[src/rtl/regfile_tagged_if.sv]
// Issue/commit/read bundle between decode, ROB and the tagged register file.
// The register file takes the slave side; the issue/ROB logic drives the master side.
interface regfile_tagged_if #(
   parameter int unsigned DATA_W = 32,
   parameter int unsigned IDX_W  = 5,
   parameter int unsigned TAG_W  = 4
) ();

   logic              flush_in;
   logic              commitE_in;
   logic [IDX_W-1:0]  commitIdx_in;
   logic [TAG_W-1:0]  commitTag_in;
   logic [DATA_W-1:0] commitData_in;
   logic              renameE_in;
   logic [IDX_W-1:0]  renameIdx_in;
   logic [TAG_W-1:0]  renameTag_in;
   logic              reg1E_in;
   logic [IDX_W-1:0]  reg1Idx_in;
   logic              reg2E_in;
   logic [IDX_W-1:0]  reg2Idx_in;
   logic [DATA_W-1:0] reg1Data_out;
   logic              reg1Busy_out;
   logic [TAG_W-1:0]  reg1Tag_out;
   logic [DATA_W-1:0] reg2Data_out;
   logic              reg2Busy_out;
   logic [TAG_W-1:0]  reg2Tag_out;
   logic [IDX_W:0]    busyCnt_out;

   modport master (
      output flush_in, commitE_in, commitIdx_in, commitTag_in, commitData_in,
      output renameE_in, renameIdx_in, renameTag_in,
      output reg1E_in, reg1Idx_in, reg2E_in, reg2Idx_in,
      input  reg1Data_out, reg1Busy_out, reg1Tag_out,
      input  reg2Data_out, reg2Busy_out, reg2Tag_out, busyCnt_out
   );

   modport slave (
      input  flush_in, commitE_in, commitIdx_in, commitTag_in, commitData_in,
      input  renameE_in, renameIdx_in, renameTag_in,
      input  reg1E_in, reg1Idx_in, reg2E_in, reg2Idx_in,
      output reg1Data_out, reg1Busy_out, reg1Tag_out,
      output reg2Data_out, reg2Busy_out, reg2Tag_out, busyCnt_out
   );

endinterface

[src/rtl/regfile_tagged.sv]
// Architectural register file with per-register busy bit and ROB rename tag.
// Two combinational read ports with commit bypass, one rename and one commit per cycle.
module regfile_tagged #(
   parameter int unsigned DATA_W  = 32,
   parameter int unsigned REG_NUM = 32,
   parameter int unsigned IDX_W   = 5,
   parameter int unsigned TAG_W   = 4
) (
   input logic             clk_in,
   input logic             rst_in,
   regfile_tagged_if.slave bus_if
);

   typedef struct packed {
      logic [DATA_W-1:0] data;
      logic              busy;
      logic [TAG_W-1:0]  tag;
   } rd_t;

   logic [DATA_W-1:0]  data_q [REG_NUM];
   logic [DATA_W-1:0]  data_d [REG_NUM];
   logic [TAG_W-1:0]   tag_q  [REG_NUM];
   logic [TAG_W-1:0]   tag_d  [REG_NUM];
   logic [REG_NUM-1:0] busy_q, busy_d;
   logic [IDX_W:0]     cnt_q, cnt_d;

   logic rename_v, commit_v, commit_clr, cnt_inc;
   rd_t  rd1, rd2;

   assign rename_v = bus_if.renameE_in && (bus_if.renameIdx_in != '0);
   assign commit_v = bus_if.commitE_in && (bus_if.commitIdx_in != '0);

   // A commit only retires the mapping it produced; a same-index rename keeps the reg busy.
   assign commit_clr = commit_v && busy_q[bus_if.commitIdx_in]
                       && (tag_q[bus_if.commitIdx_in] == bus_if.commitTag_in)
                       && !(rename_v && (bus_if.renameIdx_in == bus_if.commitIdx_in));
   assign cnt_inc    = rename_v && !busy_q[bus_if.renameIdx_in];

   always_comb begin
      data_d = data_q;
      tag_d  = tag_q;
      busy_d = busy_q;
      cnt_d  = cnt_q;
      if (commit_v) begin
         data_d[bus_if.commitIdx_in] = bus_if.commitData_in;
      end
      if (bus_if.flush_in) begin
         busy_d = '0;
         cnt_d  = '0;
      end else begin
         if (commit_clr) begin
            busy_d[bus_if.commitIdx_in] = 1'b0;
         end
         if (rename_v) begin
            busy_d[bus_if.renameIdx_in] = 1'b1;
            tag_d[bus_if.renameIdx_in]  = bus_if.renameTag_in;
         end
         cnt_d = cnt_q + {{IDX_W{1'b0}}, cnt_inc} - {{IDX_W{1'b0}}, commit_clr};
      end
   end

   always_ff @(posedge clk_in) begin
      if (rst_in) begin
         for (int i = 0; i < int'(REG_NUM); i++) begin
            data_q[i] <= '0;
            tag_q[i]  <= '0;
         end
         busy_q <= '0;
         cnt_q  <= '0;
      end else begin
         data_q <= data_d;
         tag_q  <= tag_d;
         busy_q <= busy_d;
         cnt_q  <= cnt_d;
      end
   end

   function automatic rd_t rd_port(input logic en, input logic [IDX_W-1:0] idx);
      rd_t r;
      r = '0;
      if (!rst_in && en && (idx != '0)) begin
         r.data = data_q[idx];
         r.busy = busy_q[idx];
         r.tag  = tag_q[idx];
         if (bus_if.commitE_in && (bus_if.commitIdx_in == idx)) begin
            r.data = bus_if.commitData_in;
            if (tag_q[idx] == bus_if.commitTag_in) begin
               r.busy = 1'b0;
            end
         end
      end
      return r;
   endfunction

   always_comb begin
      rd1 = rd_port(bus_if.reg1E_in, bus_if.reg1Idx_in);
      rd2 = rd_port(bus_if.reg2E_in, bus_if.reg2Idx_in);
   end

   assign bus_if.reg1Data_out = rd1.data;
   assign bus_if.reg1Busy_out = rd1.busy;
   assign bus_if.reg1Tag_out  = rd1.tag;
   assign bus_if.reg2Data_out = rd2.data;
   assign bus_if.reg2Busy_out = rd2.busy;
   assign bus_if.reg2Tag_out  = rd2.tag;
   assign bus_if.busyCnt_out  = cnt_q;

endmodule

[src/flat_wrapper.sv]
// flat-port wrapper written by rule: the top's interface ports become plain ports
module regfile_tagged_flat 
#(
   parameter int unsigned DATA_W  = 32,
   parameter int unsigned REG_NUM = 32,
   parameter int unsigned IDX_W   = 5,
   parameter int unsigned TAG_W   = 4
)
  (clk_in, rst_in, bus_if_flush_in, bus_if_commitE_in, bus_if_commitIdx_in, bus_if_commitTag_in, bus_if_commitData_in, bus_if_renameE_in, bus_if_renameIdx_in, bus_if_renameTag_in, bus_if_reg1E_in, bus_if_reg1Idx_in, bus_if_reg2E_in, bus_if_reg2Idx_in, bus_if_reg1Data_out, bus_if_reg1Busy_out, bus_if_reg1Tag_out, bus_if_reg2Data_out, bus_if_reg2Busy_out, bus_if_reg2Tag_out, bus_if_busyCnt_out);
  regfile_tagged_if #(.DATA_W(DATA_W), .IDX_W(IDX_W), .TAG_W(TAG_W)) bus_if_i ();
  input logic clk_in;
  input logic rst_in;
  input wire logic [$bits(bus_if_i.flush_in)-1:0] bus_if_flush_in;
  input wire logic [$bits(bus_if_i.commitE_in)-1:0] bus_if_commitE_in;
  input wire logic [$bits(bus_if_i.commitIdx_in)-1:0] bus_if_commitIdx_in;
  input wire logic [$bits(bus_if_i.commitTag_in)-1:0] bus_if_commitTag_in;
  input wire logic [$bits(bus_if_i.commitData_in)-1:0] bus_if_commitData_in;
  input wire logic [$bits(bus_if_i.renameE_in)-1:0] bus_if_renameE_in;
  input wire logic [$bits(bus_if_i.renameIdx_in)-1:0] bus_if_renameIdx_in;
  input wire logic [$bits(bus_if_i.renameTag_in)-1:0] bus_if_renameTag_in;
  input wire logic [$bits(bus_if_i.reg1E_in)-1:0] bus_if_reg1E_in;
  input wire logic [$bits(bus_if_i.reg1Idx_in)-1:0] bus_if_reg1Idx_in;
  input wire logic [$bits(bus_if_i.reg2E_in)-1:0] bus_if_reg2E_in;
  input wire logic [$bits(bus_if_i.reg2Idx_in)-1:0] bus_if_reg2Idx_in;
  output wire logic [$bits(bus_if_i.reg1Data_out)-1:0] bus_if_reg1Data_out;
  output wire logic [$bits(bus_if_i.reg1Busy_out)-1:0] bus_if_reg1Busy_out;
  output wire logic [$bits(bus_if_i.reg1Tag_out)-1:0] bus_if_reg1Tag_out;
  output wire logic [$bits(bus_if_i.reg2Data_out)-1:0] bus_if_reg2Data_out;
  output wire logic [$bits(bus_if_i.reg2Busy_out)-1:0] bus_if_reg2Busy_out;
  output wire logic [$bits(bus_if_i.reg2Tag_out)-1:0] bus_if_reg2Tag_out;
  output wire logic [$bits(bus_if_i.busyCnt_out)-1:0] bus_if_busyCnt_out;
  assign bus_if_i.flush_in = bus_if_flush_in;
  assign bus_if_i.commitE_in = bus_if_commitE_in;
  assign bus_if_i.commitIdx_in = bus_if_commitIdx_in;
  assign bus_if_i.commitTag_in = bus_if_commitTag_in;
  assign bus_if_i.commitData_in = bus_if_commitData_in;
  assign bus_if_i.renameE_in = bus_if_renameE_in;
  assign bus_if_i.renameIdx_in = bus_if_renameIdx_in;
  assign bus_if_i.renameTag_in = bus_if_renameTag_in;
  assign bus_if_i.reg1E_in = bus_if_reg1E_in;
  assign bus_if_i.reg1Idx_in = bus_if_reg1Idx_in;
  assign bus_if_i.reg2E_in = bus_if_reg2E_in;
  assign bus_if_i.reg2Idx_in = bus_if_reg2Idx_in;
  assign bus_if_reg1Data_out = bus_if_i.reg1Data_out;
  assign bus_if_reg1Busy_out = bus_if_i.reg1Busy_out;
  assign bus_if_reg1Tag_out = bus_if_i.reg1Tag_out;
  assign bus_if_reg2Data_out = bus_if_i.reg2Data_out;
  assign bus_if_reg2Busy_out = bus_if_i.reg2Busy_out;
  assign bus_if_reg2Tag_out = bus_if_i.reg2Tag_out;
  assign bus_if_busyCnt_out = bus_if_i.busyCnt_out;
  regfile_tagged #(.DATA_W(DATA_W), .REG_NUM(REG_NUM), .IDX_W(IDX_W), .TAG_W(TAG_W)) u_core (.clk_in(clk_in), .rst_in(rst_in), .bus_if(bus_if_i));
endmodule
[config.mk]
export PLATFORM = sky130hd
export DESIGN_NAME = regfile_tagged_flat
export DESIGN_NICKNAME = d
export VERILOG_FILES = /design/src/rtl/regfile_tagged_if.sv /design/src/rtl/regfile_tagged.sv /design/src/flat_wrapper.sv
export SDC_FILE = /design/constraint.sdc
export NUM_CORES = 2
export LEC_CHECK = 0
export BUFFER_PORTS_ARGS = -buffer_cell sky130_fd_sc_hd__buf_2
export CAP_MARGIN = 0
export CELL_PAD_IN_SITES_DETAIL_PLACEMENT = 1
export CELL_PAD_IN_SITES_GLOBAL_PLACEMENT = 1
export CORE_MARGIN = 5
export CORE_UTILIZATION = 48
export DETAILED_ROUTE_END_ITERATION = 10
export PLACE_DENSITY = 0.81
export SYNTH_ARGS = -nofsm -noshare
export SYNTH_HDL_FRONTEND = slang
export SYNTH_SLANG_ARGS = --single-unit
[constraint.sdc]
create_clock -name clk_in -period 4 [get_ports clk_in]
set_input_delay 0.4 -clock clk_in [delete_from_list [all_inputs] [get_ports clk_in]]
set_output_delay 0.4 -clock clk_in [all_outputs]
set_load 0.03 [all_outputs]
==> summary.md <==
| Metric | Value |
|---|---|
| Seq pwr share | `42.6%` |
| Tmin final | `3.74 ns` |
| Hold_buf cts | `2` |
| WP data arrival | `3.34 ns` |
| Setup WS post-layout | `0.256 ns` |
| Routed wire length | `roughly 300 mm` |
| CP max FO | `14` |
| Top cell type's share of synthesized area | `37.0%` |
| Post-DRT Antenna Nets | `0` |
| Clock share of power | `a little under half` |
| Largest net degree at the start of global routing | `189` |
| Seq/Total Area, Yosys | `37.0%` |
| TritonCTS clock tree | `done` |
| Ys flop type | `dfxtp_1` |
| CTS clock-pin slew for the worst setup and hold paths | `0.06 ns` |
| Peak Freq | `0.267 GHz` |
| # IOs | `147` |
| Setup TNS | `0 ns` |
| Commonest non-fill, non-tap cell in the layout | `nand2_1` |
| Comb pwr share | `10.7%` |
| Internal | `20.4 mW` |
| Avg Vias per Cell | `between 7 and 8` |
| Detailed Routing Iterations Pass 1 | `7` |
| RSZ-0062 raised after global routing | `no` |
| GRT Max-Usage Layer | `met2` |
| Sw frac | `between 20% and 30%` |
| Fin util | `54.1%` |
| Fin nets | `7627` |
| Period utilisation layout | `93.6%` |
| Critical path required time | `~3.6 ns` |
| Design area | `a little over 70000 um2` |
| First-pass GRT wire length | `435 mm` |
| Sink Count | `around 1200` |
| Placed inst area | `67500 um2` |
| Most frequent cells in the layout | `nand2_1, a21oi_1, dfxtp_1, mux2i_1, mux4_2` |
| Syn Inst Count | `7794` |
| Slew headroom | `19.9%` |
| Post-Route Skew | `0.0343 ns` |
| Crit-path cells | `buf_2 -> inv_4 -> nand2_4 -> buf_4 -> o221ai_1 -> o32ai_1 -> a21oi_1 -> mux2_2 -> xor2_1 -> o31a_1 -> buf_2` |
| Worst hold margin | `0.0721 ns` |
| Placed Cells incl. Taps | `9181` |
| Met3 usage | `a little over a tenth` |
| WL per Instance | `about 32 um` |
| Psw | `7.80 mW` |
| #FFs+latches synth | `1190` |
| Number of instances resized during post-cts repair | `0` |
| Proportion of layout cells with a drive suffix above 1 | `15.9%` |
| GPL Wtd Cong | `0.971` |
| Final Hold Viols | `0` |
| Largest stage delay on the critical path | `0.55 ns` |
| Met1 Usage GRT | `roughly 50%` |
| Core box area | `133000 um2` |
| Mean area per synthesized cell | `8.26 um2` |
| Met2 global-route usage | `between 60% and 70%` |
| Max VDD drop | `0.000350 V` |
| Crit path top cell by count | `buf_2` |
| Post-synthesis cell type with the largest combined area | `dfxtp_1` |
| Worst-Margin Slew | `about 1.2 ns` |
| Die ar. | `142000 um2` |
| Top post-synthesis cells by area | `dfxtp_1, nand2_1, mux4_2` |
| Vias | `~66000` |
| Post-Syn Nets | `7868` |
| CP Class | `primary input to output port` |
| CP Buf/Inv Count | `4` |
| Worst-Skew Late Latency | `~0.8 ns` |
| Post-Syn Area | `64400 um2` |
| Max-slew violations | `0` |
| Power density cells | `slightly below 400 nW/um2` |
| CP max stage cell | `buf_2` |
| CP delay by family, top | `buffers and inverters` |
| Gr usage total | `40.6%` |
| Worst slack, placed | `-0.0487 ns` |
| Row cnt | `134` |
| Ys async rst share | `0%` |
| CTS buffer count | `136` |
| H-tree Lvls | `4` |
| Setup Buffers After CTS | `0` |
| Grt ovf | `0` |
| Critical Path Sink Type | `output port` |
| Fillers | `around 16000` |
| Max clock buf depth | `3` |
| R2R setup slack | `0.38 ns` |
| Lkg Pwr | `about 25 nW` |
| Worst hold path class | `primary input to register` |
| Final Setup Violations | `0` |
| Startpoint Class | `primary input` |
| Non-Filler Instances | `9444` |
| Library cells used by synthesis | `between 60 and 70` |
| Number of synthesized flops with an enable pin | `0` |
| 1st-iter DRT viols | `8464` |
| Chip Height | `376 um` |
| Die X | `376 um` |
| IO Port Bufs | `around 150` |
| Number of antenna violations at the first check in global routing | `17` |
| Vias in the first global route | `67500` |
| # DRC | `0` |
| Post-DP HPWL | `170 mm` |
| Starting density of the core | `48.2%` |
| Layout area overhead | `12.1%` |
| Root Buffer | `clkbuf_16` |
| Synth warn | `0` |
| Tot Pwr | `between 20 and 30 mW` |
| Run status | `complete, no violations` |
| Max-cap violations | `0` |
[cell usage after synthesis, drive strengths merged (7+ instances only)]
master  instances
nand2        2309
a21oi        1294
dfxtp        1190
clkbuf        609
mux2i         525
mux4          339
o21ai         291
buf           192
nand3         164
mux2          140
a22oi         139
a221oi        133
nor2          115
o211ai         65
nor2b          48
o22ai          32
xnor2          17
inv            14
nor3           14
xor2           14
nor4           13
nand3b         10
nor3b          10
o221ai         10
o22a           10
and3            8
a211oi          7
and2            7
or3b            7
[worst paths after layout]
check	startpoint	to	cells past startpoint
worst max-delay path	bus_if_reg1Idx_in[2]	bus_if_reg1Busy_out	11
worst min-delay path	rst_in	u_core.tag_q[72]	2
worst max register to register	u_core.tag_q[85]	u_core.bus_if.busyCnt_out[4]	18
worst min register to register	u_core.data_q[539]	u_core.data_q[539]	2
[cells by family (layout without fill, tap and decap cells)]
family          count (synthesis)  count (layout)  share of synthesized area, %
buf+inv                       817             683                          5.41
simple gates                 2731            2731                          17.0
mux                          1004            1004                          22.5
flops                        1190            1190                          37.0
fa+ha+maj                       7               7                         0.148
xor+xnor                       31              31                         0.422
compound gates               2014            2014                          17.6
other cells                     0              16                             0
[registers in the layout, indices dropped and copies added, names as in the netlist]
name	count
u_core.busy_q	32
u_core.tag_q	128
u_core.data_q	1024
u_core.bus_if.busyCnt_out	6
[power by group through the flow]
stage | logic (mW) | clock network, mW | registers (mW)
final | 3.03 | 13.1 | 12.0
after global routing | 3.09 | 13.6 | 12.0
after CTS | 2.92 | 13.2 | 12.0
after floorplan | 1.79 | 0 | 12.2
after global placement | 2.85 | 0 | 12.3
after detailed placement | 2.90 | 0 | 12.3
[layer usage]
layer | up-vias | wire (um)
li1 | 27000 | -
met3 | 1515 | 34900
met2 | 4605 | 131000
met5 | - | 65
met1 | 33000 | 108000
met4 | 10 | 25000
[area by class of cell]
cell class,count,area (um2),area share [%]
Clock inverter,56,723,1.00
Antenna cell,16,40.0,0.0555
Inverter,16,65.1,0.0902
Sequential cell,1190,23800,33.0
Tap cell,1768,2210,3.07
Clock buffer,189,3870,5.37
Multi-Input combinational cell,5787,37500,52.0
Timing Repair Buffer,422,3930,5.44
No activity file was read; power rests on OpenSTA's default activity.
